<file path="src/rtl/debounce_pkg.sv">
// Shared types for the switch debouncer: per-channel filter states.
// Latency: n/a (types only).
// Backpressure: n/a (types only).
package debounce_pkg;

    // Stable-low, confirming-high, stable-high, confirming-low.
    typedef enum logic [1:0] {
        ZERO  = 2'd0,
        WAIT1 = 2'd1,
        ONE   = 2'd2,
        WAIT0 = 2'd3
    } deb_state_t;

endpackage

</file>
<file path="src/rtl/debounce_channel.sv">
// One debounced switch: synchroniser, 4-state filter FSM, registered level and edge pulses.
// Latency: SYNC_STAGES cycles of sync plus N_SAMPLES stable ticks (first tick may be partial).
// Backpressure: none; any bounce during confirmation restarts the filter.
module debounce_channel
    import debounce_pkg::*;
#(
    parameter int N_SAMPLES   = 3,
    parameter int SYNC_STAGES = 2,
    parameter int ACTIVE_LOW  = 0
) (
    input  logic clk,
    input  logic reset,
    input  logic sw,
    input  logic tick,
    output logic db,
    output logic rise,
    output logic fall
);

    localparam int CW = $clog2(N_SAMPLES + 1);
    localparam logic [CW-1:0] CNT_LAST = CW'(N_SAMPLES - 1);
    // Reset value of the synchroniser chosen so the filtered input reads 0.
    localparam logic POL = (ACTIVE_LOW != 0);

    logic [SYNC_STAGES-1:0] sync_q;
    logic                   s;
    deb_state_t             state_q, state_d;
    logic [CW-1:0]          cnt_q, cnt_d;
    logic                   db_q, db_d;
    logic                   rise_q, fall_q;

    // Shift the raw switch through the synchroniser chain.
    always_ff @(posedge clk or posedge reset) begin
        if (reset)
            sync_q <= {SYNC_STAGES{POL}};
        else
            sync_q <= {sync_q[SYNC_STAGES-2:0], sw};
    end

    assign s = sync_q[SYNC_STAGES-1] ^ POL;

    // Filter state, sample counter and output registers.
    always_ff @(posedge clk or posedge reset) begin
        if (reset) begin
            state_q <= ZERO;
            cnt_q   <= '0;
            db_q    <= 1'b0;
            rise_q  <= 1'b0;
            fall_q  <= 1'b0;
        end else begin
            state_q <= state_d;
            cnt_q   <= cnt_d;
            db_q    <= db_d;
            rise_q  <= db_d & ~db_q;
            fall_q  <= ~db_d & db_q;
        end
    end

    // Next state: a bounce always wins over a coincident tick.
    always_comb begin
        state_d = state_q;
        cnt_d   = cnt_q;
        case (state_q)
            ZERO: begin
                if (s) begin
                    state_d = WAIT1;
                    cnt_d   = '0;
                end
            end
            WAIT1: begin
                if (!s) begin
                    state_d = ZERO;
                    cnt_d   = '0;
                end else if (tick) begin
                    if (cnt_q == CNT_LAST) begin
                        state_d = ONE;
                        cnt_d   = '0;
                    end else begin
                        cnt_d = cnt_q + CW'(1);
                    end
                end
            end
            ONE: begin
                if (!s) begin
                    state_d = WAIT0;
                    cnt_d   = '0;
                end
            end
            WAIT0: begin
                if (s) begin
                    state_d = ONE;
                    cnt_d   = '0;
                end else if (tick) begin
                    if (cnt_q == CNT_LAST) begin
                        state_d = ZERO;
                        cnt_d   = '0;
                    end else begin
                        cnt_d = cnt_q + CW'(1);
                    end
                end
            end
            default: begin
                state_d = ZERO;
                cnt_d   = '0;
            end
        endcase
    end

    // Debounced level follows the next state so db and the state register move together.
    always_comb begin
        db_d = (state_d == ONE) || (state_d == WAIT0);
    end

    assign db   = db_q;
    assign rise = rise_q;
    assign fall = fall_q;

endmodule

</file>
<file path="src/rtl/mod_m_count.sv">
// Free-running modulo-M counter; max_tick marks the last count before wrap.
// Latency: max_tick high for one cycle every M cycles, decoded from the count register.
// Backpressure: none, free-running.
module mod_m_count #(
    parameter int M = 10
) (
    input  logic clk,
    input  logic reset,
    output logic max_tick
);

    localparam int CW = (M > 1) ? $clog2(M) : 1;
    localparam logic [CW-1:0] LAST = CW'(M - 1);

    logic [CW-1:0] count_q;

    // Count 0..M-1 and wrap.
    always_ff @(posedge clk or posedge reset) begin
        if (reset)
            count_q <= '0;
        else if (count_q == LAST)
            count_q <= '0;
        else
            count_q <= count_q + CW'(1);
    end

    assign max_tick = (count_q == LAST);

endmodule

</file>
<file path="src/rtl/multi_debouncer.sv">
// N-channel switch debouncer with a shared sample tick and per-channel rise/fall pulses.
// Latency: SYNC_STAGES + between (N_SAMPLES-1)*TICK_M+1 and N_SAMPLES*TICK_M+1 cycles.
// Backpressure: none; channels are independent and always accept input.
module multi_debouncer
    import debounce_pkg::*;
#(
    parameter int N_CH        = 4,
    parameter int TICK_M      = 500_000,
    parameter int N_SAMPLES   = 3,
    parameter int SYNC_STAGES = 2,
    parameter int ACTIVE_LOW  = 0
) (
    input  logic            clk,
    input  logic            reset,
    input  logic [N_CH-1:0] sw,
    output logic [N_CH-1:0] db,
    output logic [N_CH-1:0] rise,
    output logic [N_CH-1:0] fall
);

    logic tick;

    mod_m_count #(
        .M (TICK_M)
    ) u_tick (
        .clk      (clk),
        .reset    (reset),
        .max_tick (tick)
    );

    for (genvar i = 0; i < N_CH; i++) begin : g_ch
        debounce_channel #(
            .N_SAMPLES   (N_SAMPLES),
            .SYNC_STAGES (SYNC_STAGES),
            .ACTIVE_LOW  (ACTIVE_LOW)
        ) u_ch (
            .clk   (clk),
            .reset (reset),
            .sw    (sw[i]),
            .tick  (tick),
            .db    (db[i]),
            .rise  (rise[i]),
            .fall  (fall[i])
        );
    end

endmodule

</file>
<file path="config.mk">
export PLATFORM = sky130hd
export DESIGN_NAME = multi_debouncer
export DESIGN_NICKNAME = d
export VERILOG_FILES = /design/src/rtl/debounce_pkg.sv /design/src/rtl/debounce_channel.sv /design/src/rtl/mod_m_count.sv /design/src/rtl/multi_debouncer.sv
export SDC_FILE = /design/constraint.sdc
export NUM_CORES = 1
export LEC_CHECK = 0
export CELL_PAD_IN_SITES_DETAIL_PLACEMENT = 1
export CELL_PAD_IN_SITES_GLOBAL_PLACEMENT = 1
export CORE_MARGIN = 2
export CORE_UTILIZATION = 50
export CTS_BUF_LIST = sky130_fd_sc_hd__clkbuf_8 sky130_fd_sc_hd__clkbuf_16
export DETAILED_ROUTE_END_ITERATION = 10
export MAX_ROUTING_LAYER = met4
export PLACE_DENSITY = 0.95
export SLEW_MARGIN = 15
export SYNTH_ARGS = -nofsm -noshare
export SYNTH_HDL_FRONTEND = slang
export SYNTH_SLANG_ARGS = --single-unit
</file>
<file path="constraint.sdc">
create_clock -name clk -period 6.7 [get_ports clk]
set_clock_uncertainty 0.2 [all_clocks]
set_input_delay 0.67 -clock clk [delete_from_list [all_inputs] [get_ports clk]]
set_output_delay 0.67 -clock clk [all_outputs]
set_load 0.02 [all_outputs]
</file>
==> summary.txt, run 1 <==
Status
  – Status: finished, final reports clean

Power
  – Gate power share: 2.8%
  – Switching Share: 23.5%
  – Clk pwr share: 34.7%
  – Seq pwr share: 62.4%
  – Worst vdd ir: 0.000110 V
  – Leakage power: 1.26 nW
  – Internal: 0.416 mW
  – NetSw: 0.128 mW
  – PD cells: 194 nW/µm²

Synthesis
  – Synth Area in Compound Gates: 8.97%
  – Yosys Warn Count: 0
  – Mapped Nets: 246
  – Area of the mapped netlist: 2580 µm²
  – Mux cell area share after synthesis: 0.388%
  – Cells after Synth: 239
  – Synthesis-stage register bit count: 55
  – Simple-gate share of the synthesized area: 23.7%
  – Largest family of logic cells by synthesized area: simple AND/OR/NAND/NOR gates
  – Synth cell types: 46
  – Synth Area in Adders: 0.485%
  – Register area share after synthesis: 53.3%
  – Synth Area in XOR/XNOR: 7.13%
  – Syn Area/Cell: 10.8 µm²

STA
  – Final hold viol count: 0
  – F_max: 365 MHz
  – Period minus WS final: 2740 ps
  – Final setup viols: 0
  – Worst-Margin Slew: 924 ps
  – Fin. max-slew vios: 0
  – RSZ-0062 raised after global routing: no
  – Post-route setup TNS: 0 ps
  – Final worst path period share: 40.8%
  – Slew HR: 38.2%

Setup path
  – Worst Path Arrival: 2690 ps
  – Worst Setup End Kind: flip-flop
  – Crit-path cells: or4b_1, or2_4, nor2_1, o21ai_0
  – Crit-path max FO: 14
  – Worst path buffer plus inverter count: 0
  – Worst EP required: 6660 ps
  – Slowest Stage Delay on Critical Path: 720 ps
  – CP top delay family: simple AND/OR/NAND/NOR gates
  – Crit-path slowest cell: nor2_1
  – WS Path Type: reg2reg
  – Critical path launch point type: flip-flop

Clocking
  – Resized cells post-CTS: 0
  – Post-CTS Setup Inserts: 0
  – Reg clk slew, reported paths: 100 ps
  – CTS Buf Count: 5
  – CTS tree: yes
  – H-tree Lvls: 2
  – Hold Buf Count CTS: 0
  – Clock sinks: 55
  – Clock root buffer: clkbuf_8
  – Worst-Skew Late Latency: 310 ps
  – Max clock buf depth: 2

Layout
  – Diodes inserted: 0
  – Share of cells above drive strength 1: 8.50%
  – # nets final: 253
  – Area of the multi-input gates: 1050 µm²
  – Fin cells: 317
  – P&R area growth vs syn: 8.73%
  – FF+latch area: 1380 µm²
  – Final-layout fill cell count: 540
  – Most frequent cells in the layout: 55 x dfrtp_1, 18 x nand2_1, 18 x nor2_1, 17 x clkdlybuf4s50_1, 16 x nand3_1
  – Commonest non-fill, non-tap cell in the layout: dfrtp_1

Place
  – Dpl cells: 309
  – DPL Wire Length: 4110 µm
  – PortBufs: 17
  – GP Congestion: 0.833

Floorplanning
  – Total I/O pin count: 18
  – Die Footprint: 5750 µm²
  – Starting Density: 51.2%
  – Chip width: 75.9 µm
  – Die height: 75.9 µm
  – Row cnt: 26
  – Core area: 5040 µm²

GRT
  – Initial antenna violation count: 0
  – Vias in the first global route: 1,889
  – Pin count of the biggest net entering global routing: 56
  – First-pass GRT wire length: 9140 µm
  – Gr ovfl total: 0
  – Total Routing Usage GR: 22.0%

Routing
  – Antenna-violating nets left: 0
  – DRT Wirelength: 5810 µm
  – DRT iter0 DRCs: 98
  – Vias/cell: 5.85
  – DR pass1 iterations: 4
  – Residual DRC: 0
  – Avg WL per Cell: 18.3 µm
  – Vias post-DR: 1,855

Job
  – Max cap viols: 0

Worst hold path
  – Worst Hold Class: reg2reg
-- through the flow --
stage	cell area [µm²]	utilization (%)	hold slack [ps]	setup WS (ps)	total power [mW]
after floorplan	2580	-	131	4490	0.354
after global placement	2710	53.8	133	3990	0.360
after detailed placement	2710	53.8	137	3920	0.362
after CTS	2810	55.7	160	3920	0.546
after global routing	2810	55.7	169	3750	0.560
final	2810	55.7	158	3960	0.543
-- synthesized netlist by cell type (all sizes together) --
library cell	number	area share [%]
and4b	1	0.39
mux2i	1	0.39
o41ai	2	1.7
nor2	19	2.9
nor4bb	1	0.39
nand4	5	1.2
nor3b	4	1.2
nand3b	3	0.87
or4b	1	0.39
dfrtp	55	53
o21ai	3	0.58
and3b	1	0.39
nor3	5	0.97
a21o	1	0.29
clkbuf	2	0.29
xnor2	11	3.7
nor4	7	1.7
nor2b	1	0.24
nand4b	2	0.68
o31ai	3	1.9
a31oi	3	0.73
a21oi	11	2.1
a21boi	1	0.29
o22ai	4	0.97
xor2	10	3.4
or4	1	0.29
buf	16	4.8
ha	1	0.48
or3	6	1.5
and4	1	0.34
or3b	2	0.68
inv	6	0.87
and3	10	2.5
nor4b	1	0.34
nand2	18	2.6
nand4bb	1	0.44
nand3	17	3.5
o2111ai	1	0.34
or2	1	0.34
-- path summary, 6_finish.rpt --
path	startpoint	to	slack (ps)	cells past startpoint
max reg2reg	u_tick.count_q[9]$_DFF_PP0_	g_ch[1].u_ch.cnt_q[0]$_DFFE_PP0P_	3960	4
max	u_tick.count_q[9]$_DFF_PP0_	g_ch[1].u_ch.cnt_q[0]$_DFFE_PP0P_	3960	4
min reg2reg	g_ch[1].u_ch.sync_q[0]$_DFF_PP0_	g_ch[1].u_ch.sync_q[1]$_DFF_PP0_	160	0
max in group asynchronous	reset	g_ch[0].u_ch.fall$_DFF_PP0_	5200	3
min in group asynchronous	reset	g_ch[1].u_ch.fall$_DFF_PP0_	650	3
min	g_ch[1].u_ch.sync_q[0]$_DFF_PP0_	g_ch[1].u_ch.sync_q[1]$_DFF_PP0_	160	0
-- worst register-to-register path: stages, from the launching register on --
cell and delay, ps:
dfrtp_1 440, or4b_1 640, or2_4 390, nor2_1 730, o21ai_0 200
-- metal layers --
metal  global-route usage, %  share of wire [%]  vias to the layer above
met5                       -                  0                        -
met4                    8.58                2.5                        0
met3                    3.44                1.9                       17
met2                    38.2                 54                       28
met1                    25.4                 42                      958
li1                        -                  -                      852
-- sequential cells by signal, indices dropped and copies added (netlist names) --
signal	flops
g_ch.u_ch.cnt_q	8
g_ch.u_ch.sync_q	8
g_ch.u_ch.db	4
u_tick.count_q	19
g_ch.u_ch.fall	4
g_ch.u_ch.rise	4
g_ch.u_ch.state_q	8
-- area by class of cell --
type,instances,area share [%]
Clock buffer,5,2.45
Clock inverter,3,0.847
Inverter,6,0.802
Multi-Input combinational cell,160,37.4
Sequential cell,55,49.0
Tap cell,70,3.12
Timing Repair Buffer,18,6.33
-- power by group through the flow --
| stage | Sequential (mW) | Combinational [mW] | Clock [mW] |
|---|---|---|---|
| detailed placement | 0.346 | 0.0159 | 0 |
| finish | 0.339 | 0.0154 | 0.189 |
| CTS | 0.339 | 0.0159 | 0.191 |
| global placement | 0.345 | 0.0151 | 0 |
| floorplan | 0.345 | 0.00927 | 0 |
| global route | 0.340 | 0.0174 | 0.203 |
-- cells by family (layout without fill, tap and decap cells) --
family	count (synthesis)	count (layout)
adders and majority gates	1	1
AOI/OAI and AO/OA	29	29
muxes	1	1
buffers and inverters	24	32
xor gates and xnor gates	21	21
and+or+nand+nor	108	108
DFF	55	55
Power figures use the tool's default switching activity.
==> run 2, diff against run 1 <==
CORE_UTILIZATION = 46   (was 50)
PLACE_DENSITY = 0.89   (was 0.95)
clock period = 2.8 ns   (was 6.7 ns; I/O delays follow)
==> run 2 against run 1 <==
  * Total power rose to 2.6 times the previous value
  * Sequential share of layout area fell by 0.86 points
  * Core utilization fell by 3.5 points
  * Non-clock buffer count rose by 3
  * Wire length fell by 2.2%
  * Largest cell class unchanged
  * Highest routed layer unchanged
  * Combinational power rose by 150%
==> summary.txt, run 2 (synthesis results as in run 1) <==
Setup path
  – Crit-path slowest cell: or4b_1
  – Slowest Stage Delay on Critical Path: 660 ps
  – Worst EP required: 2860 ps
  – FF-to-FF path depth: 4
  – Crit-path max FO: 11
  – Worst Setup End Kind: flip-flop
  – WS Path Type: reg2reg
  – Critical path launch point type: flip-flop
  – Reg-to-reg slack, setup: 370 ps
  – Crit-path cells: or4b_1, or2_4, o41ai_2, and3_1
  – Worst Path Arrival: 2490 ps

Clocking
  – Post-CTS Setup Inserts: 0
  – Max clock buf depth: 2
  – Hold Buf Count CTS: 0
  – CTS tree: yes
  – H-tree Lvls: 2
  – CTS Buf Count: 5
  – Reg clk slew, reported paths: 100 ps
  – Clock root buffer: clkbuf_8
  – Resized cells post-CTS: 0
  – Clock sinks: 55
  – Worst-Skew Late Latency: 310 ps

Place
  – Dpl cells: 314
  – DPL Wire Length: 4020 µm
  – PortBufs: 17
  – GP Congestion: 0.841

GRT
  – Gr ovfl total: 0
  – First-pass GRT wire length: 10,100 µm
  – Pin count of the biggest net entering global routing: 26
  – Initial antenna violation count: 0
  – Vias in the first global route: 1,975
  – Total Routing Usage GR: 21.3%

Routing
  – DR pass1 iterations: 4
  – Vias post-DR: 1,829
  – Avg WL per Cell: 17.7 µm
  – Wire length on met3: 131 µm
  – DRT Wirelength: 5680 µm
  – DRT iter0 DRCs: 53
  – Met2 wire length: 3000 µm
  – Residual DRC: 0
  – Met1 wire length: 2470 µm
  – Antenna-violating nets left: 0
  – Top routing layer used: met4
  – Vias/cell: 5.68

STA
  – Period minus WS final: 2430 ps
  – Post-route setup TNS: 0 ps
  – F_max: 411 MHz
  – Final hold viol count: 0
  – Worst-Margin Slew: 538 ps
  – Final worst path period share: 86.8%
  – Fin. max-slew vios: 0
  – Slew HR: 64.1%
  – Final setup viols: 0
  – RSZ-0062 raised after global routing: no

Floorplanning
  – Die Footprint: 6230 µm²
  – Die height: 78.9 µm
  – Core area: 5470 µm²
  – Chip width: 78.9 µm
  – Starting Density: 47.2%
  – Row cnt: 27
  – Total I/O pin count: 18

Layout
  – Max FFs per register: 19
  – # nets final: 256
  – Fin cells: 322
  – Commonest non-fill, non-tap cell in the layout: dfrtp_1
  – P&R area growth vs syn: 10.7%
  – Most frequent cells in the layout: 55 x dfrtp_1, 18 x nand2_1, 18 x nor2_1, 17 x clkdlybuf4s50_1, 16 x nand3_1
  – Register with the most flip-flops: u_tick.count_q
  – Diodes inserted: 0
  – Share of cells above drive strength 1: 9.60%

Power
  – Worst vdd ir: 0.000320 V
  – Leakage power: 1.30 nW
  – PD cells: 490 nW/µm²

Worst hold path
  – Worst Hold Class: in2async

Job
  – Max cap viols: 0

Status
  – Status: finished, final reports clean
[run 2: layout make-up]
cell class / instances / area (µm²)
fillers: 617 / 2620
multi-input cells: 160 / 1050
inverters: 6 / 22.5
repair buffers: 21 / 200
clock inverters: 2 / 35.0
flip-flops and latches: 55 / 1380
clock buffers: 6 / 82.6
well taps: 72 / 90.1
[run 2: path summary, 6_finish.rpt]
| kind | start | endpoint |
|---|---|---|
| worst max-delay path | u_tick.count_q[9]$_DFF_PP0_ | g_ch[0].u_ch.fall$_DFF_PP0_ |
| worst min-delay path | reset | g_ch[0].u_ch.state_q[0]$_DFF_PP0_ |
| worst max register to register | u_tick.count_q[9]$_DFF_PP0_ | g_ch[0].u_ch.fall$_DFF_PP0_ |
| worst min register to register | g_ch[1].u_ch.sync_q[0]$_DFF_PP0_ | g_ch[1].u_ch.sync_q[1]$_DFF_PP0_ |
| max in group asynchronous | reset | g_ch[1].u_ch.state_q[0]$_DFF_PP0_ |
| min in group clk | g_ch[1].u_ch.sync_q[0]$_DFF_PP0_ | g_ch[1].u_ch.sync_q[1]$_DFF_PP0_ |
[run 2: metrics by stage]
step / total power, mW / utilization (%) / hold WS (ps) / setup WS [ps] / area, µm²
3_5_place_dp: 0.868 / 50.0 / 142 / 386 / 2740
3_3_place_gp: 0.864 / 50.0 / 134 / 525 / 2740
5_1_grt: 1.46 / 52.2 / 178 / 179 / 2860
6_report: 1.40 / 52.2 / 130 / 369 / 2860
4_1_cts: 1.41 / 52.2 / 143 / 353 / 2860
2_1_floorplan: 0.847 / - / 111 / 602 / 2580
[run 2: critical path, delay by kind of cell (launching register included)]
| family | cells | cell delay [ps] |
|---|---|---|
| simple gates | 3 | 1280 |
| flops | 1 | 430 |
| compound gates | 1 | 460 |
[run 2: layer usage]
layer	up-vias	GRT usage, %
met5	-	-
met4	0	5.17
met3	9	4.20
met2	20	36.2
met1	944	26.4
li1	856	-
[run 2: report_power, final]
| part | switching, mW | internal (mW) | leakage, nW | total [mW] |
|---|---|---|---|---|
| logic | 0.0248 | 0.0137 | 0.508 | 0.0385 |
| registers | 0.0101 | 0.802 | 0.726 | 0.812 |
| clock network | 0.259 | 0.290 | 0.0612 | 0.549 |
